`src/rtl/fifo_arbiter_rr_pkg.sv`:
```
// Shared definitions for the round-robin FIFO scheduler: FSM encoding, port count, word layout.
// Latency: n/a (declarations only).
// Backpressure: n/a.
package fifo_arbiter_rr_pkg;

    // Number of ingress and egress FIFOs; the grant width below assumes exactly four.
    localparam int NUM_PORTS = 4;

    // Default word width; the top two bits of a word carry the destination FIFO index.
    localparam int TAMANO_DATOS_DEF = 10;
    localparam int DEST_W           = 2;

    // Consecutive stalled SEND cycles tolerated before the sticky error flag rises.
    localparam int STALL_MAX_DEF = 16;

    // FSM encoding, kept as plain constants so older tools can consume the package.
    localparam logic [1:0] ST_IDLE    = 2'd0;
    localparam logic [1:0] ST_READ    = 2'd1;
    localparam logic [1:0] ST_CAPTURE = 2'd2;
    localparam logic [1:0] ST_SEND    = 2'd3;

    // Index -> one-hot strobe for a four-port bank.
    function automatic logic [NUM_PORTS-1:0] onehot4(input logic [1:0] idx);
        onehot4 = 4'b0001 << idx;
    endfunction

endpackage

```
`src/rtl/fifo_arbiter_rr_rr_grant.sv`:
```
// Round-robin pick: first requester strictly after last_grant, wrapping modulo four.
// Latency: purely combinational.
// Backpressure: none; the caller decides when a pick is consumed.
module fifo_arbiter_rr_rr_grant
    import fifo_arbiter_rr_pkg::*;
(
    input  logic [NUM_PORTS-1:0] req,
    input  logic [1:0]           last_grant,
    output logic                 valid,
    output logic [1:0]           g
);

    logic [1:0] idx;
    logic       found;

    // Scan last_grant+1, +2, +3, +4 so the previous winner has the lowest priority.
    always_comb begin
        g     = 2'd0;
        found = 1'b0;
        idx   = 2'd0;
        for (int k = 1; k <= NUM_PORTS; k++) begin
            idx = last_grant + 2'(k);
            if (!found && req[idx]) begin
                g     = idx;
                found = 1'b1;
            end
        end
        valid = found;
    end

endmodule

```
`src/rtl/fifo_arbiter_rr.sv`:
```
// Moves one word at a time from four ingress FIFOs to four egress FIFOs, round-robin over sources.
// Latency: 4 cycles per word minimum (IDLE pick, READ pop, CAPTURE data, SEND push).
// Backpressure: holds in SEND while the destination's almost_full is high; sticky error after stall_max stalls.
module fifo_arbiter_rr
    import fifo_arbiter_rr_pkg::*;
#(
    parameter int tamano_datos = TAMANO_DATOS_DEF,
    parameter int stall_max    = STALL_MAX_DEF
) (
    input  logic                          clk,
    input  logic                          reset,
    input  logic [NUM_PORTS-1:0]          in_empty,
    input  logic [NUM_PORTS*tamano_datos-1:0] in_data,
    output logic [NUM_PORTS-1:0]          in_pop,
    input  logic [NUM_PORTS-1:0]          out_almost_full,
    output logic [NUM_PORTS-1:0]          out_push,
    output logic [tamano_datos-1:0]       out_data,
    output logic [1:0]                    grant,
    output logic                          idle,
    output logic                          error
);

    localparam int                DEST_LSB = tamano_datos - DEST_W;
    localparam int                CNT_W    = $clog2(stall_max + 1);
    localparam logic [CNT_W-1:0]  CNT_MAX  = CNT_W'(stall_max);

    logic [1:0]              state_q, state_d;
    logic [1:0]              grant_q, grant_d;
    logic [1:0]              last_grant_q, last_grant_d;
    logic [NUM_PORTS-1:0]    in_pop_q, in_pop_d;
    logic [tamano_datos-1:0] hold_q, hold_d;
    logic [CNT_W-1:0]        stall_cnt_q, stall_cnt_d;
    logic                    error_q, error_d;

    logic [NUM_PORTS-1:0]    req;
    logic                    rr_valid;
    logic [1:0]              rr_g;
    logic [DEST_W-1:0]       dest;

    assign req  = ~in_empty;
    assign dest = hold_q[tamano_datos-1:DEST_LSB];

    fifo_arbiter_rr_rr_grant u_rr_grant (
        .req        (req),
        .last_grant (last_grant_q),
        .valid      (rr_valid),
        .g          (rr_g)
    );

    // Next-state logic; out_push is the only output that looks at an input (the egress almost_full).
    always_comb begin
        state_d      = state_q;
        grant_d      = grant_q;
        last_grant_d = last_grant_q;
        in_pop_d     = in_pop_q;
        hold_d       = hold_q;
        stall_cnt_d  = stall_cnt_q;
        error_d      = error_q;
        out_push     = '0;
        case (state_q)
            ST_IDLE: begin
                if (rr_valid) begin
                    grant_d  = rr_g;
                    in_pop_d = onehot4(rr_g);
                    state_d  = ST_READ;
                end
            end
            ST_READ: begin
                // The pop strobe lives for this single cycle; data appears next cycle.
                in_pop_d = '0;
                state_d  = ST_CAPTURE;
            end
            ST_CAPTURE: begin
                hold_d  = in_data[int'(grant_q)*tamano_datos +: tamano_datos];
                state_d = ST_SEND;
            end
            ST_SEND: begin
                if (!out_almost_full[dest]) begin
                    out_push     = onehot4(dest);
                    last_grant_d = grant_q;
                    stall_cnt_d  = '0;
                    state_d      = ST_IDLE;
                end else begin
                    if (stall_cnt_q != CNT_MAX) begin
                        stall_cnt_d = stall_cnt_q + 1'b1;
                    end
                    // Flag only; the word keeps waiting for space.
                    if (stall_cnt_d == CNT_MAX) begin
                        error_d = 1'b1;
                    end
                end
            end
            default: state_d = ST_IDLE;
        endcase
    end

    // State registers; last_grant resets to 3 so FIFO 0 wins the first arbitration.
    always_ff @(posedge clk) begin
        if (reset) begin
            state_q      <= ST_IDLE;
            grant_q      <= 2'd0;
            last_grant_q <= 2'd3;
            in_pop_q     <= '0;
            hold_q       <= '0;
            stall_cnt_q  <= '0;
            error_q      <= 1'b0;
        end else begin
            state_q      <= state_d;
            grant_q      <= grant_d;
            last_grant_q <= last_grant_d;
            in_pop_q     <= in_pop_d;
            hold_q       <= hold_d;
            stall_cnt_q  <= stall_cnt_d;
            error_q      <= error_d;
        end
    end

    assign in_pop   = in_pop_q;
    assign out_data = hold_q;
    assign grant    = grant_q;
    assign idle     = (state_q == ST_IDLE);
    assign error    = error_q;

endmodule

```
`config.mk`:
```
export PLATFORM = sky130hd
export DESIGN_NAME = fifo_arbiter_rr
export DESIGN_NICKNAME = d
export VERILOG_FILES = /design/src/rtl/fifo_arbiter_rr_pkg.sv /design/src/rtl/fifo_arbiter_rr_rr_grant.sv /design/src/rtl/fifo_arbiter_rr.sv
export SDC_FILE = /design/constraint.sdc
export NUM_CORES = 1
export LEC_CHECK = 0
export CORE_MARGIN = 5
export CORE_UTILIZATION = 45
export CTS_BUF_LIST = sky130_fd_sc_hd__clkbuf_8
export DETAILED_ROUTE_END_ITERATION = 7
export DONT_BUFFER_PORTS = 1
export HOLD_SLACK_MARGIN = 0.03
export MAX_ROUTING_LAYER = met4
export PLACE_DENSITY = 0.64
export SETUP_SLACK_MARGIN = 0.1
export SLEW_MARGIN = 20
export SYNTH_ARGS = -nofsm -noshare
export SYNTH_HDL_FRONTEND = slang
export SYNTH_SLANG_ARGS = --single-unit
```
`constraint.sdc`:
```
create_clock -name clk -period 1.7 [get_ports clk]
set_input_delay 0.17 -clock clk [delete_from_list [all_inputs] [get_ports clk]]
set_output_delay 0.17 -clock clk [all_outputs]
set_load 0.05 [all_outputs]
```
==> results of run 1 <==
[flip-flops by register name, summed over array words and instances (netlist names)]
signal        flops
grant             2
error             1
last_grant_q      2
out_data         10
in_pop            4
stall_cnt_q       5
state_q           2
[cells in the mapped netlist (2+ instances only)]
master	count	share of area (%)
dfxtp_1	26	34
nor2_1	20	4.8
mux2i_1	12	7.7
mux4_2	11	16
inv_1	8	1.9
clkbuf_1	6	1.5
ha_1	6	4.8
a21oi_1	5	1.6
nand2_1	5	1.2
a21o_1	4	1.9
nand3_1	4	1.3
nor2b_1	4	1.6
nor3_1	4	1.3
a22oi_1	3	1.5
o2bb2ai_1	3	1.7
a211o_1	2	1.1
mux2_2	2	1.5
nand2b_1	2	0.81
nand3b_1	2	0.97
nand4_1	2	0.81
nor4_1	2	0.81
o21ai_0	2	0.64
xor2_1	2	1.1
[worst max-delay path, cell delays in order (launching register included)]
cell and delay, ns:
dfxtp_2 0.35, inv_1 0.06, ha_2 0.16, or4bb_1 0.45, nor3_2 0.13, o21ai_1 0.12
o41ai_2 0.33
[cell families after synthesis]
group	count (synthesis)
fa+ha+maj	6
mux	25
buf+inv	15
flops	26
simple gates	54
compound gates	26
xor+xnor	3
[final timing paths]
kind | from | endpoint | cells after the start
worst max-delay path | stall_cnt_q[1] | error | 6
worst min-delay path | reset | out_data[8] | 1
worst max register to register | stall_cnt_q[1] | error | 6
worst min register to register | out_data[0] | out_data[0] | 2
[layer usage]
layer / GRT usage (%) / wire length [um] / vias up
met5: - / 0 / -
met4: 4.136 / 54 / 0
met3: 5.511 / 371 / 6
met2: 29.44 / 2141 / 50
met1: 18.37 / 1500 / 625
li1: - / - / 612
[placed cells by master, fill, tap and decap left out, types with 3 or more instances in the layout]
master,n
o2bb2ai_1,3
clkbuf_8,3
mux2i_1,12
mux4_2,11
a22oi_1,3
nor2b_1,4
a21o_1,4
buf_4,15
nor2_1,19
a21oi_1,5
dfxtp_1,17
nand2_1,4
buf_6,4
nand3_1,4
dfxtp_2,7
inv_1,6
[repair_timing]
action	CTS	global route
pin swaps	1	7
cloned	0	0
buffers inserted	4	5
endpoints found under the setup margin	7	13
resized for setup	13	13
hold endpoints to repair	22	22
[cell type report]
cell class	count	area share [%]
flip-flops and latches	26	27.64
well taps	46	2.964
clock inverters	1	1.546
clock buffers	3	2.126
multi-input cells	114	55.28
inverters	8	1.546
repair buffers	20	8.892
[metrics by stage]
stage          setup slack [ns]  utilization (%)  total power, uW  TNS [ns]
6_report                0.02216            58.19             2906         0
3_5_place_dp            0.03223            51.44             2190         0
4_1_cts                 0.08393            55.38             2778         0
3_3_place_gp             0.1202            51.44             2140         0
2_1_floorplan           -0.1550                -             1987   -0.1550
5_1_grt                -0.04375            58.19             3058  -0.04375
[where the power goes]
part           leakage (uW)  total (uW)  internal, uW  switching [uW]
combinational      0.000468        1280           651             626
sequential         0.000215        1110           739             370
clock             0.0000357         520           315             204
==> metrics.yaml, run 1 <==
routabilityCongestion: 0.7984
crit_required_ns: 1.89
synth_cell_types: 41
drv_slew: 0
maxCapViolations: 0
drt_wl_total_um: 4067
crit_type: "reg -> reg"
grt_max_degree: 26
grt_usage_pct: 16.80
die_y_um: 68.74
start_util_pct: 46.53
timing.final.crit_share_pct: 98.70
hold_class: "in -> reg"
status: "finished, violations left"
numClockSinks: 26
cts_buffer_depth: 2
route.antenna.remaining_nets: 0
cp-start-kind: "flip-flop"
synth-simple-area-share_pct: 18.37
worst_pin_slew_ns: 0.5347
hpwl_um: 3014
rsz0062_at_grt: "yes"
synth_top_family_by_area: "multiplexers"
clock.fmax_mhz: 596.0
overflow: 0
place_inst: 205
syn_nets: 211
detail_route.vias_per_cell: 5.931
dr.pass1.iters: 4
multiInputGateArea_sq_mm: 0.001074
synth_edf_count: 0
cp.arrival_ns: 1.87
drc: 0
synth_compound_area_share_pct: 12.73
via_count: 1293
syn_to_final_growth_pct: 25.06
drtIter0Drc: 71
slew-limit-headroom_pct: 64.30
synth_adder_area_share_pct: 4.835
p_leak_uw: 0.0007182
core_area_sq_mm: 0.003337
grt_pass1_wl_um: 5837
hold_violations: 22
muxShareOfSynthArea_pct: 25.14
avgSynthCellArea_sq_um: 10.02
ios: 72
cts_made_buffers: 3
routedWlPerCell_um: 18.66
synthFlopType: "dfxtp_1"
hold_slack_ns: -0.05906
synthXorXnorAreaFrac_pct: 1.692
dpl_cell_area_sq_mm: 0.001717
seqCellArea_sq_um: 536.8
violations: "negative hold slack"
worst_clock_skew_ns: 0.01933
n_antenna_cell: 0
grt_antenna_before_repair: 0
die_x_um: 68.74
p_per_area_mw_per_mm2: 1496
final_cells: 218
die_area_sq_mm: 0.004725
crit_fanout: 5
insertion_delay_ns: 0.28
finalCriticalPeriod_ns: 1.678
drive_gt1_share_pct: 37.79
design_area_sq_mm: 0.001942
clkSlewWorstSetupHoldPaths_ns: 0.11
final_nets: 229
synth_seq_area_share_pct: 33.52
syn_inst: 155
fp-row-count: 21
setup_viol: 0
cts_tree: "built"
r2r_slack_ns: 0.02
yosys_warnings: 0
clock_tree.root_cell: "clkbuf_8"
synth-seq-cells: 26
cp-end-kind: "flip-flop"
syn_area_sq_mm: 0.001553
port-buffer-count: 0
n_fill_cell: 297
grt_pass1_vias: 1290
h-tree-depth: 1
ir_worst_vdd_mv: 0.7940
async_flop_share_pct: 0
Note: power is estimated with default switching activity, not from simulation.
==> run 2, diff against run 1 <==
SETUP_SLACK_MARGIN = 0.02   (was 0.1)
SYNTH_HIERARCHICAL = 1   (was default)
==> run 2 against run 1 <==
- the flow now finishes without violations
- final cell count stayed put
- die area is 1.2% higher
- via count is 2.5% lower
- worst setup slack better by 0.092 ns
- utilization is 4.1 points lower
- first-iteration DRC count is 4.2% higher
- global-route usage is 1.3 points lower
- critical path type unchanged
- largest cell class unchanged
- largest power group is now sequential cells
- highest routed layer unchanged
==> metrics.yaml, run 2 <==
status: "complete, no violations"
setup_viol: 0  # unchanged
dr.pass1.iters: 4  # unchanged
switching_share_pct: 43.72  # +2.4 points
netSwitchingPower_uw: 1050  # -12%
comb_power_share_pct: 39.8  # -4.1 points
synth-seq-cells: 26  # unchanged
syn_inst: 163  # +5.2%
drv_slew: 0  # unchanged
fp-row-count: 21  # unchanged
most-common-layout-cells: "nor2_1, dfxtp_1, mux2i_1"
finalCriticalPeriod_ns: 1.586  # -0.09197 ns
cts_tree: "built"
clkSlewWorstSetupHoldPaths_ns: 0.09  # -0.02 ns
utilization_pct: 54.13  # -4.1 points
seqPwrFrac_pct: 43.5  # +5.3 points
maxCapViolations: 0  # unchanged
die_x_um: 69.14  # +0.58%
avgSynthCellArea_sq_um: 9.657  # -3.6%
final_common_cell: "nor2_1"
synth_top_area_share_pct: 33.07  # -0.45 points
routedWlPerCell_um: 16.64  # -11%
cts_buffer_depth: 2  # unchanged
crit_required_ns: 1.82  # -0.07 ns
p_leak_uw: 0.0006712  # -6.5%
n_fill_cell: 313  # +5.4%
async_flop_share_pct: 0  # unchanged
syn_nets: 219  # +3.8%
grt_usage_pct: 15.45  # -1.3 points
slew-limit-headroom_pct: 36.35  # -28 points
ir_worst_vdd_mv: 0.7170  # -9.7%
clock_tree.root_cell: "clkbuf_8"
hold_class: "in -> reg"
start_util_pct: 46.80  # +0.27 points
drtIter0Drc: 74  # +4.2%
timing.final.crit_share_pct: 93.29  # -5.4 points
syn_to_final_growth_pct: 15.66
grt_antenna_before_repair: 0  # unchanged
p_per_area_mw_per_mm2: 1319  # -12%
crit_slowest_cell: "mux4_2"
cp-end-kind: "flip-flop"
grt_max_degree: 27  # +3.8%
finalSetupTns_ns: 0  # unchanged
synth_seq_area_share_pct: 33.07  # -0.45 points
core_area_sq_mm: 0.003363  # +0.79%
h-tree-depth: 1  # unchanged
hold_violations: 0  # -100%
yosys.cell_count.top_type: "dfxtp_1"
largest_register_ff_count: 10  # unchanged
numClockSinks: 26  # unchanged
yosys_warnings: 6  # +6
synth_edf_count: 0  # unchanged
route.antenna.remaining_nets: 0  # unchanged
die_y_um: 69.14  # +0.58%
worst_clock_skew_ns: 0.01056  # -0.008774 ns
crit_type: "reg -> reg"
drc: 0  # unchanged
rsz0062_at_grt: "no"
port-buffer-count: 0  # unchanged
cp.arrival_ns: 1.71  # -0.16 ns
routabilityCongestion: 0.7689  # -3.7%
detail_route.vias_per_cell: 5.784  # -2.5%
yosysTopAreaCell: "dfxtp_1"
hpwl_um: 2793  # -7.3%
cts_made_buffers: 3  # unchanged
p_int_uw: 1352  # -21%
ios: 72  # unchanged
p_clk_share_pct: 16.7  # -1.2 points
cp-start-kind: "flip-flop"
drt_wl_total_um: 3628  # -11%
insertion_delay_ns: 0.28  # about the same
die_area_sq_mm: 0.004780  # +1.2%
synthFlopType: "dfxtp_1"
n_antenna_cell: 0  # unchanged
yosys-top-cells-count: "dfxtp_1, nor2_1, mux2i_1"
syn_area_sq_mm: 0.001574  # +1.4%
cp_cell_sequence: "mux4_2 > a21oi_4 > mux2i_1 > nor2_1"
drive_gt1_share_pct: 26.16  # -12 points
worst_pin_slew_ns: 0.9517  # +0.4169 ns
cpPeakStageDelay_ns: 0.63  # +0.18 ns
overflow: 0  # unchanged
grt_pass1_vias: 1326  # +2.8%
crit_fanout: 10  # +5
ys_top_cells_by_area: "dfxtp_1, mux4_2, mux2i_1"
grt_pass1_wl_um: 5934  # +1.7%
r2r_slack_ns: 0.11  # +0.09 ns
synth_cell_types: 38  # -7.3%
final_nets: 229  # unchanged
clock.fmax_mhz: 630.6  # +5.8%
via_count: 1261  # -2.5%
==> run 2: changes by cell type after synthesis, sizes merged, moves of 4 or more <==
cell / delta
nand2b: +4
buf: +4
nand2: +7
a21oi: +8
==> run 2: through the flow <==
| step | setup slack [ns] | instance area [sq um] | power (uW) | hold slack [ns] | cells |
|---|---|---|---|---|---|
| final | 0.1141 | 1821 | 2402 | 0.08737 | 218 |
| after global routing | 0.02311 | 1821 | 2546 | 0.1083 | 218 |
| after CTS | 0.02096 | 1815 | 2417 | 0.08566 | 218 |
| after detailed placement | 0.1641 | 1750 | 2005 | 0.2432 | 213 |
| after global placement | 0.2084 | 1750 | 1960 | 0.2407 | 213 |
| after floorplan | -0.2553 | 1618 | 1814 | 0.4028 | 163 |
==> run 2: what timing repair did <==
action / 4_1_cts / 5_1_grt
setup buffers: 0 / 0
resized for setup: 0 / 4
setup endpoints to repair: 0 / 4
endpoints found under the hold margin: 26 / 0
hold buffers: 1 / 0
==> run 2: cell families after synthesis <==
group,count (synthesis),synth area share (%)
simple gates,61,19.79
mux,26,25.28
flops,26,33.07
compound gates,24,11.37
buf+inv,19,5.167
fa+ha+maj,6,4.769
xor+xnor,1,0.5565
==> run 2: path summary, 6_finish.rpt <==
| kind | from | to | cells past startpoint |
|---|---|---|---|
| max | out_data[8] | state_q[1] | 4 |
| min | reset | error | 2 |
| max reg2reg | out_data[8] | state_q[1] | 4 |
| min reg2reg | stall_cnt_q[1] | stall_cnt_q[1] | 2 |
==> run 2: per-layer routing <==
| metal | share of wire (%) | GRT usage, % |
|---|---|---|
| met4 | 1.8 | 6.074 |
| met2 | 52 | 25.74 |
| met1 | 39 | 17.75 |
| met3 | 6.8 | 3.924 |
| met5 | 0 | - |
==> run 2: area by class of cell <==
| cell class | instances | area [sq um] | share of cell area [%] |
|---|---|---|---|
| multi-input combinational | 118 | 1012 | 55.60 |
| sequential | 26 | 529.3 | 29.07 |
| timing repair buffer | 13 | 125.1 | 6.873 |
| tap | 46 | 57.56 | 3.162 |
| clock buffer | 4 | 55.05 | 3.024 |
| inverter | 11 | 41.29 | 2.268 |
==> run 2: power groups by stage <==
stage | Sequential, uW | Combinational, uW | Clock [uW]
floorplan | 1080 | 736 | 0
global placement | 1050 | 912 | 0
detailed placement | 1060 | 948 | 0
CTS | 1040 | 962 | 413
global route | 1060 | 1040 | 444
finish | 1040 | 955 | 402
==> run 2: critical path, delay by kind of cell (launching register included) <==
kind               cells  cell delay [ns]
AOI/OAI and AO/OA      1             0.20
and+or+nand+nor        1             0.05
DFF                    1             0.36
muxes                  2             0.82
==> run 3, diff against run 2 <==
ABC_CLOCK_PERIOD_IN_PS = 1700   (was default)
==> results of run 3 <==
Same layout as run 2: the final DEF is identical, and so are final timing and power.
